==> config.mk <==
export PLATFORM = sky130hd
export DESIGN_NAME = bramctrl_arb_flat
export DESIGN_NICKNAME = d
export VERILOG_FILES = /design/src/rtl/bramctrl_arb_if.sv /design/src/rtl/bramctrl_arb.sv /design/src/flat_wrapper.sv
export SDC_FILE = /design/constraint.sdc
export NUM_CORES = 1
export LEC_CHECK = 0
export BUFFER_PORTS_ARGS = -buffer_cell sky130_fd_sc_hd__buf_2
export CAP_MARGIN = 40
export CORE_MARGIN = 3
export CORE_UTILIZATION = 35
export CTS_CLUSTER_SIZE = 25
export DETAILED_ROUTE_END_ITERATION = 10
export GPL_TIMING_DRIVEN = 0
export PLACE_DENSITY = 0.56
export SETUP_SLACK_MARGIN = 0.05
export SLEW_MARGIN = 25
export SYNTH_ARGS = -nofsm -noshare
export SYNTH_HDL_FRONTEND = slang
export SYNTH_SLANG_ARGS = --single-unit
==> constraint.sdc <==
create_clock -name clk -period 2.3 [get_ports clk]
set_input_delay 0.46 -clock clk [delete_from_list [all_inputs] [get_ports clk]]
set_output_delay 0.46 -clock clk [all_outputs]
set_load 0.02 [all_outputs]
==> src/rtl/bramctrl_arb_if.sv <==
// Requester-side bus of the multi-channel BRAM arbiter: per-channel request fields
// packed by channel, plus the shared tagged read-return and init status.
interface bramctrl_arb_if #(
    parameter int DATA_WIDTH = 4,
    parameter int ADDR_WIDTH = 4,
    parameter int NUM_CH     = 2,
    parameter int CH_W       = 1
) ();
    logic [NUM_CH-1:0]            ch_req;
    logic [NUM_CH-1:0]            ch_we;
    logic [NUM_CH*ADDR_WIDTH-1:0] ch_addr;
    logic [NUM_CH*DATA_WIDTH-1:0] ch_wdata;
    logic [NUM_CH-1:0]            ch_ack;
    logic [DATA_WIDTH-1:0]        rd_data;
    logic                         rd_valid;
    logic [CH_W-1:0]              rd_ch;
    logic                         init_done;

    modport master (
        output ch_req, ch_we, ch_addr, ch_wdata,
        input  ch_ack, rd_data, rd_valid, rd_ch, init_done
    );

    modport slave (
        input  ch_req, ch_we, ch_addr, ch_wdata,
        output ch_ack, rd_data, rd_valid, rd_ch, init_done
    );
endinterface

==> src/rtl/bramctrl_arb.sv <==
// Round-robin arbiter of NUM_CH requesters onto one single-port RAM with a
// 1-cycle registered read; the RAM is zero-filled after every reset.
module bramctrl_arb #(
    parameter int DATA_WIDTH = 4,
    parameter int ADDR_WIDTH = 4,
    parameter int NUM_CH     = 2,
    parameter int CH_W       = 1
) (
    input  logic          clk,
    input  logic          reset_n,
    bramctrl_arb_if.slave bus
);
    localparam int DEPTH = 2 ** ADDR_WIDTH;

    localparam logic [0:0] ST_INIT = 1'b0;
    localparam logic [0:0] ST_RUN  = 1'b1;

    logic [0:0]            state_q, state_d;
    logic [ADDR_WIDTH-1:0] init_cnt_q, init_cnt_d;
    logic                  init_done_q, init_done_d;
    logic [CH_W-1:0]       rr_q, rr_d;

    logic                  gnt_found;
    logic [CH_W-1:0]       gnt_idx;
    logic [NUM_CH-1:0]     gnt_onehot;
    logic                  gnt_we;
    logic [ADDR_WIDTH-1:0] gnt_addr;
    logic [DATA_WIDTH-1:0] gnt_wdata;

    logic                  ram_we;
    logic                  ram_re;
    logic [ADDR_WIDTH-1:0] ram_addr;
    logic [DATA_WIDTH-1:0] ram_wdata;
    logic [DATA_WIDTH-1:0] mem [DEPTH];

    logic                  rd_valid_q;
    logic [DATA_WIDTH-1:0] rd_data_q;
    logic [CH_W-1:0]       rd_ch_q;

    // Two passes give the wrap-around search: channels at or above the
    // pointer first, then the ones below it.
    always_comb begin
        gnt_found  = 1'b0;
        gnt_idx    = '0;
        gnt_onehot = '0;
        gnt_we     = 1'b0;
        gnt_addr   = '0;
        gnt_wdata  = '0;
        for (int c = 0; c < NUM_CH; c++) begin
            if (!gnt_found && bus.ch_req[c] && (c >= int'(rr_q))) begin
                gnt_found     = 1'b1;
                gnt_idx       = CH_W'(c);
                gnt_onehot[c] = 1'b1;
                gnt_we        = bus.ch_we[c];
                gnt_addr      = bus.ch_addr[c*ADDR_WIDTH +: ADDR_WIDTH];
                gnt_wdata     = bus.ch_wdata[c*DATA_WIDTH +: DATA_WIDTH];
            end
        end
        for (int c = 0; c < NUM_CH; c++) begin
            if (!gnt_found && bus.ch_req[c] && (c < int'(rr_q))) begin
                gnt_found     = 1'b1;
                gnt_idx       = CH_W'(c);
                gnt_onehot[c] = 1'b1;
                gnt_we        = bus.ch_we[c];
                gnt_addr      = bus.ch_addr[c*ADDR_WIDTH +: ADDR_WIDTH];
                gnt_wdata     = bus.ch_wdata[c*DATA_WIDTH +: DATA_WIDTH];
            end
        end
    end

    always_comb begin
        state_d     = state_q;
        init_cnt_d  = init_cnt_q;
        init_done_d = init_done_q;
        rr_d        = rr_q;
        ram_we      = 1'b0;
        ram_re      = 1'b0;
        ram_addr    = '0;
        ram_wdata   = '0;
        case (state_q)
            ST_INIT: begin
                ram_we     = 1'b1;
                ram_addr   = init_cnt_q;
                init_cnt_d = init_cnt_q + 1'b1;
                if (init_cnt_q == {ADDR_WIDTH{1'b1}}) begin
                    state_d     = ST_RUN;
                    init_done_d = 1'b1;
                end
            end
            ST_RUN: begin
                if (gnt_found) begin
                    ram_we    = gnt_we;
                    ram_re    = !gnt_we;
                    ram_addr  = gnt_addr;
                    ram_wdata = gnt_wdata;
                    if (gnt_idx == CH_W'(NUM_CH - 1)) begin
                        rr_d = '0;
                    end else begin
                        rr_d = gnt_idx + 1'b1;
                    end
                end
            end
            default: begin
                state_d = ST_INIT;
            end
        endcase
    end

    always_ff @(posedge clk or negedge reset_n) begin
        if (!reset_n) begin
            state_q     <= ST_INIT;
            init_cnt_q  <= '0;
            init_done_q <= 1'b0;
            rr_q        <= '0;
        end else begin
            state_q     <= state_d;
            init_cnt_q  <= init_cnt_d;
            init_done_q <= init_done_d;
            rr_q        <= rr_d;
        end
    end

    // RAM array carries no reset; the INIT sweep is what clears it.
    always_ff @(posedge clk) begin
        if (ram_we) begin
            mem[ram_addr] <= ram_wdata;
        end
    end

    always_ff @(posedge clk or negedge reset_n) begin
        if (!reset_n) begin
            rd_valid_q <= 1'b0;
            rd_data_q  <= '0;
            rd_ch_q    <= '0;
        end else begin
            rd_valid_q <= ram_re;
            if (ram_re) begin
                rd_data_q <= mem[ram_addr];
                rd_ch_q   <= gnt_idx;
            end
        end
    end

    assign bus.ch_ack    = (state_q == ST_RUN) ? gnt_onehot : '0;
    assign bus.rd_valid  = rd_valid_q;
    assign bus.rd_data   = rd_data_q;
    assign bus.rd_ch     = rd_ch_q;
    assign bus.init_done = init_done_q;

endmodule
==> src/flat_wrapper.sv <==
// flat-port wrapper written by rule: the top's interface ports become plain ports
module bramctrl_arb_flat 
#(
    parameter int DATA_WIDTH = 4,
    parameter int ADDR_WIDTH = 4,
    parameter int NUM_CH     = 2,
    parameter int CH_W       = 1
)
  (clk, reset_n, bus_ch_req, bus_ch_we, bus_ch_addr, bus_ch_wdata, bus_ch_ack, bus_rd_data, bus_rd_valid, bus_rd_ch, bus_init_done);
  bramctrl_arb_if #(.DATA_WIDTH(DATA_WIDTH), .ADDR_WIDTH(ADDR_WIDTH), .NUM_CH(NUM_CH), .CH_W(CH_W)) bus_i ();
  input  logic clk;
  input  logic reset_n;
  input wire logic [$bits(bus_i.ch_req)-1:0] bus_ch_req;
  input wire logic [$bits(bus_i.ch_we)-1:0] bus_ch_we;
  input wire logic [$bits(bus_i.ch_addr)-1:0] bus_ch_addr;
  input wire logic [$bits(bus_i.ch_wdata)-1:0] bus_ch_wdata;
  output wire logic [$bits(bus_i.ch_ack)-1:0] bus_ch_ack;
  output wire logic [$bits(bus_i.rd_data)-1:0] bus_rd_data;
  output wire logic [$bits(bus_i.rd_valid)-1:0] bus_rd_valid;
  output wire logic [$bits(bus_i.rd_ch)-1:0] bus_rd_ch;
  output wire logic [$bits(bus_i.init_done)-1:0] bus_init_done;
  assign bus_i.ch_req = bus_ch_req;
  assign bus_i.ch_we = bus_ch_we;
  assign bus_i.ch_addr = bus_ch_addr;
  assign bus_i.ch_wdata = bus_ch_wdata;
  assign bus_ch_ack = bus_i.ch_ack;
  assign bus_rd_data = bus_i.rd_data;
  assign bus_rd_valid = bus_i.rd_valid;
  assign bus_rd_ch = bus_i.rd_ch;
  assign bus_init_done = bus_i.init_done;
  bramctrl_arb #(.DATA_WIDTH(DATA_WIDTH), .ADDR_WIDTH(ADDR_WIDTH), .NUM_CH(NUM_CH), .CH_W(CH_W)) u_core (.clk(clk), .reset_n(reset_n), .bus(bus_i));
endmodule
Yosys cells after proc, flatten, opt, wreduce, memory -nomap -nowiden
Memory sizes are Yosys's and may differ from the RTL's. A register that Yosys moved wholly into a read port is not among the register bits.
Cells that the tools add are included.

operators by class
  reduce and logical (&&, ||, !) cells = 10
  eq/ne operators = 1
  bitwise gates (word level) = 1
  add/subtract/negate cells = 2
  mux-type cells = 29
  $lt $le $gt $ge = 2

operator list
  operator                                                       count
  4-bit two-way mux                                              9
  1-bit two-way mux                                              17
  4-bit one-hot mux with 2 select lines                          1
  4-bit by 1-bit adder with 4-bit output, second input constant  1
  4-bit == test, second input constant                           1
  1-bit logical AND                                              4
  1-bit logical NOT                                              4
  2-bit AND reduction                                            2
  2-bit two-way mux                                              1
  1-bit one-hot mux with 2 select lines                          1
  1-bit adder, second input constant                             1
  1-bit >= comparator, first input constant                      1
  1-bit < comparator, first input constant                       1
  1-bit NOT                                                      1

word-level totals
  output and inout bits = 9
  bits in registers = 9
  RAM bits = 64
  memories kept = 1

memory list
  name        words  bits a word  read ports  clocked after memory_dff  write ports  RTL line            RTL
  u_core.mem  16     4            1           1                         1            bramctrl_arb.sv:34  logic [DATA_WIDTH-1:0] mem [DEPTH];

Logic depth before layout (Yosys ltp)
  depth after elaboration = 14
  mapped depth = 10

Worst setup path after synthesis
OpenSTA, ideal clock, no wires.

  path type = input port to flip-flop
  start = in bus_ch_req[1]
  end = mem u_core.mem[11][0], enable pin
  library setup time = 0.329 ns
  buffers on the path = 1
  required time = 1.971 ns
  stages = 7
  data arrival time = 1.938 ns
  slack = 0.033 ns
  path through = buf_4 > a21boi_4 > a32oi_1 > nor2_2 > a21oi_1 > or3_1 > nor2_1

on the way
  word-level cells in the longest chain between the ends = 10
  elaborated cells between the ends (all ways) = 16
  those cells by class = 12 x mux; 4 x reduce/logical

ends and longest elaborated chain
  element                                  RTL line             RTL
  start: declaration                       flat_wrapper.sv:13   input wire logic [$bits(bus_i.ch_req)-1:0] bus_ch_req;
  1-bit logical AND *                      bramctrl_arb.sv:50   if (!gnt_found && bus.ch_req[c] && (c >= int'(rr_q))) begin
  1-bit two-way mux                        bramctrl_arb.sv:50
  1-bit logical NOT                        bramctrl_arb.sv:60   if (!gnt_found && bus.ch_req[c] && (c < int'(rr_q))) begin
  1-bit logical AND (2 in series)          bramctrl_arb.sv:60
  1-bit two-way mux                        bramctrl_arb.sv:60
  1-bit two-way mux                        bramctrl_arb.sv:91   if (gnt_found) begin
  1-bit one-hot mux with 2 select lines    bramctrl_arb.sv:80   case (state_q)
  1-bit two-way mux                        bramctrl_arb.sv:125  if (ram_we) begin
  1-bit two-way mux (implied by the code)  bramctrl_arb.sv:126  mem[ram_addr] <= ram_wdata;
  end: declaration                         bramctrl_arb.sv:34

Mark *: on every way between the ends. The rest lies on a longest branch, timed or not.

Worst setup path after layout
  start = reg u_core.rr_q
  end = reg u_core.rd_data_q[0], in the netlist u_core.bus.rd_data[0], read port of u_core.mem

on the way
  word-level cells in the longest chain between the ends = 13
  elaborated cells between the ends (all ways) = 22
  those cells by class = 2 x order compare; 13 x mux; 7 x reduce/logical

ends and longest elaborated chain
  element                          RTL line             RTL
  start: declaration               bramctrl_arb.sv:21   logic [CH_W-1:0] rr_q, rr_d;
  start signal: assignment         bramctrl_arb.sv:119  rr_q <= rr_d;
  1-bit >= comparator              bramctrl_arb.sv:50
  1-bit logical AND                bramctrl_arb.sv:50
  1-bit two-way mux                bramctrl_arb.sv:50
  1-bit logical NOT                bramctrl_arb.sv:50
  1-bit logical AND                bramctrl_arb.sv:50
  1-bit two-way mux                bramctrl_arb.sv:50
  1-bit logical NOT                bramctrl_arb.sv:60
  1-bit logical AND (2 in series)  bramctrl_arb.sv:60
  1-bit two-way mux                bramctrl_arb.sv:60
  1-bit logical NOT                bramctrl_arb.sv:93   ram_re = !gnt_we;
  1-bit two-way mux                bramctrl_arb.sv:91
  1-bit two-way mux                bramctrl_arb.sv:80
  end: declaration                 bramctrl_arb.sv:37   logic [DATA_WIDTH-1:0] rd_data_q;

Several ways; a longest one is shown, not always the timed one.
A chain may end at the register's enable or synchronous reset.

==> flow_summary.json <==
{
  "cp_max_fo": 10,
  "syn_nets": 292,
  "die_x_um": 104,
  "status": "finished, final reports clean",
  "path_buf_inv": 2,
  "finalCritPeriodShare": 0.947,
  "synthArstFlopShare": 0.169,
  "worstPathCellList": "nand2b_4, a221oi_4, or2_1, buf_6, buf_6, nand2_1, a32oi_1, a22oi_1, a31oi_1",
  "viasPerCell": 5.12,
  "cts.sinks": 77,
  "grt_max_degree": 17,
  "rsz0062_at_grt": "yes",
  "cp.required_ps": 2570,
  "synth-edff-count": 64,
  "clockBufferDepth": 2,
  "cp_slowest_stage_delay_ps": 440,
  "dpl.hpwl_um": 5660,
  "gp_congestion": 0.807,
  "grt_pass1_wl_um": 12600,
  "final_max_slew_viol_count": 0,
  "crit_type": "flop to flop",
  "cts_root_buf": "clkbuf_8",
  "nets": 340,
  "critical_path_arrival_ps": 2450,
  "h-tree-depth": 3,
  "crit_top_cell": "buf_6",
  "ant_nets": 0,
  "vdd_drop_max_v": 0.000244,
  "leakage_nw": 1.45,
  "skew_ps": 5.86,
  "drt_wl_total_um": 7990,
  "dr.pass1.iters": 4,
  "insertion_delay_ps": 350,
  "synthCells": 269,
  "power.density_nw_per_um2": 738,
  "num_io_pins": 31,
  "cpMaxStageDelayCell": "dfrtp_1",
  "slew_headroom": 0.495,
  "hold_class": "input port to flop",
  "antenna_cells": 0,
  "die_h_um": 104,
  "ys_dominant_reg_cell": "edfxtp_1",
  "end_kind": "flop",
  "drt_iter0_drc": 207,
  "hold_violations": 0,
  "critPathTopFamily": "compound AO/OA/AOI/OAI gates",
  "max_freq_ghz": 0.459,
  "ys_seq_elements": 77,
  "core-area_um2": 9330,
  "dieArea_um2": 10900,
  "antenna_found_initial": 0,
  "period_needed_ps": 2180,
  "grtUsageTotal": 0.153,
  "syn-cell-area_um2": 3390,
  "yosysWarnings": 0,
  "ys_types": 40,
  "startpoint_type": "flop",
  "pre_cts_ws_ps": -411,
  "worstMarginPinSlew_ps": 752,
  "via_count": 2311,
  "clk_pin_slew_ps": 80,
  "worst_slack_ps": 121,
  "setup_violations": 0,
  "start_util": 0.364,
  "grt-ovfl-total": 0,
  "drc": 0,
  "grt_pass1_vias": 2272,
  "max_cap_viol_count": 0,
  "synth-seq-area-share": 0.662,
  "setup_tns_ps": 0,
  "wire_per_inst_um": 17.7,
  "cts_tree": "yes",
  "num_rows": 35,
  "cts_buffers": 9,
  "port_buffers": 29,
  "area_growth_pct": 21.6,
  "avgSynthCellArea_um2": 12.6,
  "layout-drive-gt1-share": 0.335
}
kinds of logic after synthesis:
family,Yosys count,share of synthesized area
and+or+nand+nor,102,0.131
muxes,2,0.00664
xor gates and xnor gates,3,0.00774
adders and majority gates,1,0.00369
DFF,77,0.662
buffers and inverters,17,0.0358
AOI/OAI and AO/OA,67,0.153
final timing paths:
path | slack, ps | from | end | cells after the start
worst max-delay path | 120 | u_core.rr_q | u_core.bus.rd_data[0] | 9
worst min register to register | 490 | u_core.bus.init_done | u_core.bus.init_done | 1
worst min-delay path | 400 | bus_ch_req[1] | u_core.rr_q | 2
worst max register to register | 120 | u_core.rr_q | u_core.bus.rd_data[0] | 9
max in group asynchronous | 1510 | reset_n | u_core.init_cnt_q[3] | 2
min in group asynchronous | 540 | reset_n | u_core.bus.rd_ch | 2
area by class of cell:
type	instances	area, um2
fillers	884	5200
well taps	129	161
repair buffers	37	215
multi-input cells	175	1200
clock inverters	5	36.3
plain buffers	15	121
inverters	2	7.51
clock buffers	11	141
flip-flops and latches	77	2250
registers in the layout (all words and copies together) (netlist names):
| register | cells |
|---|---|
| u_core.mem | 64 |
| u_core.bus.rd_data | 4 |
| u_core.init_cnt_q | 4 |
| u_core.bus.init_done | 1 |
| u_core.bus.rd_ch | 1 |
| u_core.bus.rd_valid | 1 |
| u_core.rr_q | 1 |
| u_core.state_q | 1 |
power breakdown:
group | switching (W) | internal [W] | leakage (nW)
combinational | 0.000342 | 0.000192 | 0.626
clock | 0.000498 | 0.000421 | 0.0815
sequential | 0.0000192 | 0.00157 | 0.738
total | 0.000859 | 0.00219 | 1.45
placed cells by master, fill, tap and decap left out, types with 2 or more instances in the layout:
cell	instances
o21ai_1	2
nor2_2	13
nand3_1	6
nand3_4	3
a31oi_1	5
dfrtp_1	13
xnor2_1	3
clkbuf_1	2
nand2_1	51
clkinvlp_4	3
mux2_2	2
o21a_1	2
buf_6	4
clkbuf_8	10
inv_1	2
a22oi_1	12
a32oi_2	4
edfxtp_1	64
clkbuf_2	2
nor2_4	10
and2_1	2
nor2_1	10
buf_4	8
a32oi_1	11
buf_2	33
a21oi_1	21
Yosys cell counts, types with 2 or more instances:
cell,n,share of area
nand2_1,51,0.056
and2_1,2,0.0037
a32oi_2,2,0.0096
o21a_1,2,0.0044
mux2_2,2,0.0066
a22oi_1,12,0.027
nand3_1,10,0.015
buf_2,6,0.0088
clkbuf_1,3,0.0033
inv_1,2,0.0022
xnor2_1,3,0.0077
dfrtp_1,13,0.096
edfxtp_1,64,0.57
buf_4,2,0.0044
a31oi_1,5,0.0092
o21ai_0,2,0.0029
nor2_1,30,0.033
nor2_2,2,0.0037
buf_6,2,0.0066
a21oi_1,22,0.032
a32oi_1,13,0.034
repair_timing:
item                                   CTS  global route
buffers inserted                         2             2
setup endpoints to repair               60            93
endpoints found under the hold margin    8             0
pin swaps                                1             3
hold buffers                             1             0
gates resized for setup                 24            19
per-stage QoR:
step | cell area, um2 | power, W | instances | utilization | hold WS [ps]
final | 4130 | 0.00305 | 451 | 0.443 | 395
after global routing | 4130 | 0.00318 | 451 | 0.443 | 396
after CTS | 4000 | 0.00304 | 447 | 0.428 | 371
after detailed placement | 3710 | 0.00210 | 428 | 0.398 | 382
after global placement | 3700 | 0.00209 | 427 | 0.397 | 384
after floorplan | 3390 | 0.00193 | 269 | - | 164
metal layers:
| metal | routed length, um | vias to the layer above | track usage |
|---|---|---|---|
| li1 | - | 1103 | - |
| met1 | 3710 | 1125 | 0.220 |
| met2 | 3760 | 73 | 0.232 |
| met3 | 388 | 10 | 0.0186 |
| met4 | 133 | 0 | 0.0703 |
| met5 | 0 | - | 0 |
Power figures use the tool's default switching activity.
